**src/rtl/clock_fault_generator.sv**
```systemverilog
// rtl/clock_fault_generator.sv - divided test clock with commanded stop/glitch/stretch faults (optional FAULT_COUNT_EN)
module clock_fault_generator #(
    parameter int HALF_PERIOD = 5,
    parameter int LEN_W       = 8,
    parameter int CNT_W       = 16
) (
    input  logic             clk,
    input  logic             rst,
    input  logic             enable,
    input  logic             cmd_valid,
    output logic             cmd_ready,
    input  logic [1:0]       cmd_type,
    input  logic [LEN_W-1:0] cmd_len,
    output logic             gen_clk,
    output logic             fault_active,
    output logic             fault_done,
    output logic [CNT_W-1:0] edge_count
`ifdef FAULT_COUNT_EN
    ,
    output logic [7:0]       fault_count
`endif
);

    localparam int PH_W = $clog2(HALF_PERIOD);
    localparam logic [PH_W-1:0] PH_LAST = PH_W'(HALF_PERIOD - 1);

    typedef enum logic [1:0] {
        ST_RUN,
        ST_STOP,
        ST_GLITCH,
        ST_STRETCH
    } state_t;

    state_t            state_q, state_d;
    logic [PH_W-1:0]   phase_q, phase_d;
    logic [LEN_W-1:0]  rem_q, rem_d;
    logic              odd_q, odd_d;
    logic              gen_d;
    logic              step;

    assign cmd_ready = (state_q == ST_RUN) && enable && !rst;

    always_comb begin
        state_d = state_q;
        phase_d = phase_q;
        rem_d   = rem_q;
        odd_d   = odd_q;
        gen_d   = gen_clk;
        step    = 1'b0;

        case (state_q)
            ST_RUN: begin
                step = enable;
                if (cmd_valid && cmd_ready && (cmd_type != 2'd0)) begin
                    rem_d = (cmd_len == '0) ? LEN_W'(1) : cmd_len;
                    odd_d = 1'b1;
                    case (cmd_type)
                        2'd1:    state_d = ST_STOP;
                        2'd2:    state_d = ST_GLITCH;
                        default: state_d = ST_STRETCH;
                    endcase
                end
            end
            ST_STOP: begin
                step = 1'b0;
            end
            ST_GLITCH: begin
                gen_d   = ~gen_clk;
                phase_d = '0;
            end
            ST_STRETCH: begin
                // Phase advances on the 1st, 3rd, ... fault cycle only.
                step  = odd_q;
                odd_d = ~odd_q;
            end
            default: begin
                state_d = ST_RUN;
            end
        endcase

        if (state_q != ST_RUN) begin
            rem_d = rem_q - LEN_W'(1);
            if (rem_q == LEN_W'(1)) begin
                state_d = ST_RUN;
            end
        end

        if (step) begin
            if (phase_q == PH_LAST) begin
                phase_d = '0;
                gen_d   = ~gen_clk;
            end else begin
                phase_d = phase_q + PH_W'(1);
            end
        end
    end

    always_ff @(posedge clk) begin
        if (rst) begin
            state_q      <= ST_RUN;
            phase_q      <= '0;
            rem_q        <= '0;
            odd_q        <= 1'b0;
            gen_clk      <= 1'b0;
            fault_active <= 1'b0;
            fault_done   <= 1'b0;
            edge_count   <= '0;
        end else begin
            state_q      <= state_d;
            phase_q      <= phase_d;
            rem_q        <= rem_d;
            odd_q        <= odd_d;
            gen_clk      <= gen_d;
            fault_active <= (state_d != ST_RUN);
            fault_done   <= (state_q != ST_RUN) && (state_d == ST_RUN);
            if (gen_d && !gen_clk) begin
                edge_count <= edge_count + CNT_W'(1);
            end
        end
    end

`ifdef FAULT_COUNT_EN
    always_ff @(posedge clk) begin
        if (rst) begin
            fault_count <= 8'd0;
        end else if ((state_q != ST_RUN) && (state_d == ST_RUN) && (fault_count != 8'hFF)) begin
            fault_count <= fault_count + 8'd1;
        end
    end
`endif

endmodule

```
**config.mk**
```make
export PLATFORM = sky130hd
export DESIGN_NAME = clock_fault_generator
export DESIGN_NICKNAME = d
export VERILOG_FILES = /design/src/rtl/clock_fault_generator.sv
export SDC_FILE = /design/constraint.sdc
export NUM_CORES = 1
export LEC_CHECK = 0
export ABC_CLOCK_PERIOD_IN_PS = 2520
export CORE_MARGIN = 2
export CORE_UTILIZATION = 50
export DETAILED_ROUTE_END_ITERATION = 8
export GPL_TIMING_DRIVEN = 0
export PLACE_DENSITY = 0.8
export SETUP_SLACK_MARGIN = 0.3
export SYNTH_ARGS = -nofsm -noshare
export SYNTH_HDL_FRONTEND = slang
export SYNTH_SLANG_ARGS = --single-unit
```
**constraint.sdc**
```tcl
create_clock -name clk -period 2.52 [get_ports clk]
set_clock_uncertainty 0.2 [all_clocks]
set_input_delay 0.252 -clock clk [delete_from_list [all_inputs] [get_ports clk]]
set_output_delay 0.252 -clock clk [all_outputs]
set_load 0.02 [all_outputs]
```
# ---- Word level (Yosys, flattened, before mapping)
# Cells that the tools add are included.
dict set report classes {
  n_addsub 3
  n_eq_ne 7
  mux 18
  n_bitwise 2
  reduce_logical 20
}
# operator count
set ops {}
lappend ops {{$mux 8} 4}
lappend ops {{$add 16x1->16 const B} 1}
lappend ops {{$reduce_bool 2->1} 7}
lappend ops {{$mux 3} 3}
lappend ops {{$eq 8x1->1 const B} 1}
lappend ops {{$logic_not 8->1} 1}
lappend ops {{$mux 2} 4}
lappend ops {{$sub 8x1->8 const B} 1}
lappend ops {{$eq 2x2->1 const B} 3}
lappend ops {{$logic_and 1x1->1} 6}
lappend ops {{$logic_not 2->1} 2}
lappend ops {{$mux 1} 4}
lappend ops {{$pmux 1 s2} 2}
lappend ops {{$pmux 2 s2} 1}
lappend ops {{$reduce_and 2->1} 2}
lappend ops {{$add 3x1->3 const B} 1}
lappend ops {{$eq 3x3->1 const B} 1}
lappend ops {{$eq 2x1->1 const B} 1}
lappend ops {{$logic_not 1->1} 2}
lappend ops {{$ne 2x1->1 const B} 1}
lappend ops {{$not 1->1} 2}
dict set report totals {
  register_bits 33
  input_bits 14
  word_cells 58
}

# ---- Logic depth before layout (Yosys ltp)
dict set report logic_depth {
  depth_word 11
  mapped_depth 8
  depth_no_buf 6
}

# ---- Worst setup path before layout
# OpenSTA, ideal clock, no wires.
dict set report synth_path {
  path_type {flip-flop to flip-flop}
  from {register state_q[0]}
  to {register edge_count[5]}
  setup_time_ps 121
  arrival_time_ps 1788
  setup_slack_ps 411
  path_stages_with_launch 8
  path_buffers 1
  synth_period_minus_slack_ps 2109
  path_cell_list {dfxtp_1 > inv_1 > ha_1 > inv_1 > a41oi_4 > buf_6 > nor4b_1 > mux2_2}
}
dict set report synth_via {
  elab_chain_len 5
  elab_cells_between_ends 8
  classes_between {eq/ne (2); mux (4); reduce/logical (2)}
}
# element line_no
set synth_lines {}
lappend synth_lines {{start: declaration} 34} ;# state_t state_q, state_d;
lappend synth_lines {{start signal: assignment} 109} ;# state_q <= state_d;
lappend synth_lines {{$eq 2x2->1} 51} ;# case (state_q)
lappend synth_lines {{$mux 1} 51}
lappend synth_lines {{$mux 1} 89} ;# if (phase_q == PH_LAST) begin
lappend synth_lines {{$mux 1 (*)} 88} ;# if (step) begin
lappend synth_lines {{$logic_and 1x1->1 (*)} 116} ;# if (gen_d && !gen_clk) begin
lappend synth_lines {{end signal: assignment} 117} ;# edge_count <= edge_count + CNT_W'(1);
lappend synth_lines {{end: declaration} 17} ;# output logic [CNT_W-1:0] edge_count
# Mark *: on every way between the ends. The rest lies on a longest branch, timed or not.
# A chain may end at the register's enable or synchronous reset.

# ---- Final worst setup path
# Ends and elaborated chain as after synthesis.

==> run summary <==
status = complete, no violations
Final min period = 2.12 ns
worst r2r path cells = 7
Seq/Total Area, Yosys = 37.8%
Placed Instances = 287
slew margin rel. = 40.6%
R2R Path End = edge_count[5]
post-synthesis net count = 231
drt pass-1 iters = 4
DP HPWL = 2.89 mm
M1 GR Usage = 25.3%
combinational power share = 14.4%
internal power = 0.852 mW
syn avg cell area = 8.35 um2
mapped cell area = 1750 um2
Synth area leader = dfxtp_1
layout cells sized above 1 = 10.0%
# setup viols final = 0
initial antenna violation count = 0
critical path startpoint = state_q[0]
Clk pin slew, worst setup/hold paths = 0.11 ns
Max Root-Sink Buffers = 2
GR peak layer = met2
H-tree level count = 2
gr usage total = 21.4%
clock share of power = 36.8%
TritonCTS Buffers = 5
TNS Setup = 0 ns
Hold Crit Class = in2reg
Slew @ Worst Pin = 0.883 ns
Layout Cells excl Fill = 296
routing usage on met2 = 35.4%
clock root cell = clkbuf_4
Crit path largest cell delay = 0.36 ns
max cap viols = 0
Final Hold Fails = 0
Worst EP arrival = 2.16 ns
top-area cell type share of the netlist area = 37.8%
core area = 3340 um2
GR Layer Usage met3 = 5.00%
Max IR drop VDD = 0.291 mV
unrepaired setup endpoints after global routing = false
YS warnings = 0
Area growth syn-to-layout = 28.0%
Mapped Cells = 209
vias in the first global route = 1581
PortBufs = 32
Avg Vias per Cell = 5.94
fmax = 0.472 GHz
clk_lat worst skew = 0.34 ns
crit path max fanout = 10
R2R setup slack = 0.40 ns
Yosys cell types = 40
die area = 3980 um2
WL/cell = 14.0 um
# rows = 21
die height = 63.1 um
DR iter-0 viols = 160
clk sinks = 33
Req. time, crit path = 2.56 ns
# DRC = 0
CP max stage cell = dfxtp_2
Pleak = 0.734 nW
Initial Util = 52.3%
RR Startpoint = state_q[0]
sequential power share = 48.8%
first-pass GRT wire length = 6.84 mm
CTS tree = done
Vias = 1758
Final Cycle Share = 84.1%
synth top area cells = dfxtp_1, a21oi_1, ha_1
sw frac = 25.7%
register bit total from synthesis = 33
max-slew violation count = 0
Pwr Density = 513 nW/um2
antenna cells = 0
Layout Nets = 271
Critical Path End Type = flop
Overflow after GRT = 0
CP Capture Point = edge_count[5]
crit path kind = reg2reg
CTS Hold Bufs = 0
Routed Antenna Nets = 0
Die Wd = 63.1 um
WL final = 4.14 mm
CP cell instances = inv_1 -> ha_1 -> inv_2 -> a41oi_4 -> buf_6 -> nor4b_2 -> mux2_2
largest net degree at the start of global routing = 11
I/O Pins = 34
Psw = 0.295 mW
RD Place Congestion = 0.829
Startpoint Class = flop
==> per-layer routing <==
layer / wire length, um / vias to the layer above
met4: 63 / 0
met3: 272 / 10
li1: - / 856
met2: 1970 / 73
met5: 0 / -
met1: 1830 / 819
==> logic make-up (layout without fill, tap and decap cells) <==
group	Yosys count	count (layout)	synth area share (%)
xor+xnor	1	1	0.502
fa+ha+maj	8	8	5.73
mux	2	2	1.29
buf+inv	23	64	5.95
compound gates	61	61	22.7
flops	33	33	37.8
simple gates	81	81	26.0
==> sequential cells by signal, indices dropped and copies added, names as in the netlist <==
register and cells:
gen_clk 1, fault_active 1, edge_count 16, fault_done 1, odd_q 1, state_q 2
rem_q 8, phase_q 3
==> layout by cell type, fill, tap and decap left out, types with 6 or more instances in the layout <==
master           instances
ha_1                     8
nor2_1                  10
clkdlybuf4s50_1         31
nand2_1                 15
dfxtp_1                 31
a21oi_1                 27
nand3_1                 13
inv_1                   10
clkbuf_1                 7
a31oi_1                  6
o31ai_1                 11
or4_1                   11
clkbuf_4                 6
==> area by class of cell <==
cell class / instances / area (um2)
Buffer: 12 / 70.1
Clock buffer: 7 / 55.1
Clock inverter: 1 / 30.0
Fill cell: 295 / 1100
Inverter: 11 / 41.3
Multi-Input combinational cell: 153 / 993
Sequential cell: 33 / 663
Tap cell: 46 / 57.6
Timing Repair Buffer: 33 / 323
==> critical path: cells and delay by family (launching register included) <==
kind / cells / cell delay [ns]
AOI/OAI and AO/OA: 1 / 0.16
adders and majority gates: 1 / 0.36
muxes: 1 / 0.35
buffers and inverters: 3 / 0.37
DFF: 1 / 0.36
and+or+nand+nor: 1 / 0.25
==> cells in the mapped netlist, drive strengths merged <==
cell      n
a31oi     6
a2bb2oi   1
o21ai     5
and3      1
nand4     5
and4      1
or4      11
nand3    13
clkbuf    7
o21a      1
xnor2     1
nand3b    4
a22oi     3
and2      1
inv      11
a41oi     1
buf       5
nor3b     1
a31o      1
o211ai    1
dfxtp    33
nor3      3
nor2b     3
nor4      4
nand2b    3
o22ai     1
a21oi    27
and4b     1
a22o      1
or3       4
nor4b     1
mux2      2
ha        8
a311oi    1
o31ai    11
o22a      1
nand2    15
nor2     10
==> power by group through the flow <==
| stage | clock network, mW | registers (mW) | logic [mW] |
|---|---|---|---|
| after floorplan | 0 | 0.570 | 0.104 |
| after global placement | 0 | 0.569 | 0.158 |
| after detailed placement | 0 | 0.570 | 0.161 |
| after CTS | 0.430 | 0.559 | 0.162 |
| after global routing | 0.453 | 0.562 | 0.181 |
| final | 0.422 | 0.559 | 0.165 |
==> worst min-delay path by stage <==
stage                      from  cells past startpoint             to  slack (ns)
global route                rst                      3  edge_count[5]        0.21
detailed placement     rem_q[7]                      2       rem_q[7]        0.27
finish                      rst                      3  edge_count[5]        0.17
floorplan           cmd_type[0]                      2     state_q[0]        0.21
global placement       rem_q[7]                      2       rem_q[7]        0.25
CTS                         rst                      3  edge_count[5]        0.17
==> what timing repair did <==
action | CTS | global route
setup buffers | 0 | 1
gates cloned | 0 | 0
resized for setup | 5 | 7
pin swaps | 0 | 1
endpoints found under the setup margin | 3 | 14
==> per-stage QoR <==
step	power [mW]	cell area, um2	setup WS [ns]	util, %	hold WS, ns
floorplan	0.674	1750	0.411	-	0.208
global placement	0.728	2120	0.198	63.6	0.254
detailed placement	0.731	2120	0.168	63.6	0.270
CTS	1.15	2220	0.301	66.6	0.173
global route	1.20	2230	0.280	66.9	0.208
finish	1.15	2230	0.401	66.9	0.171
No activity file was read; power rests on OpenSTA's default activity.
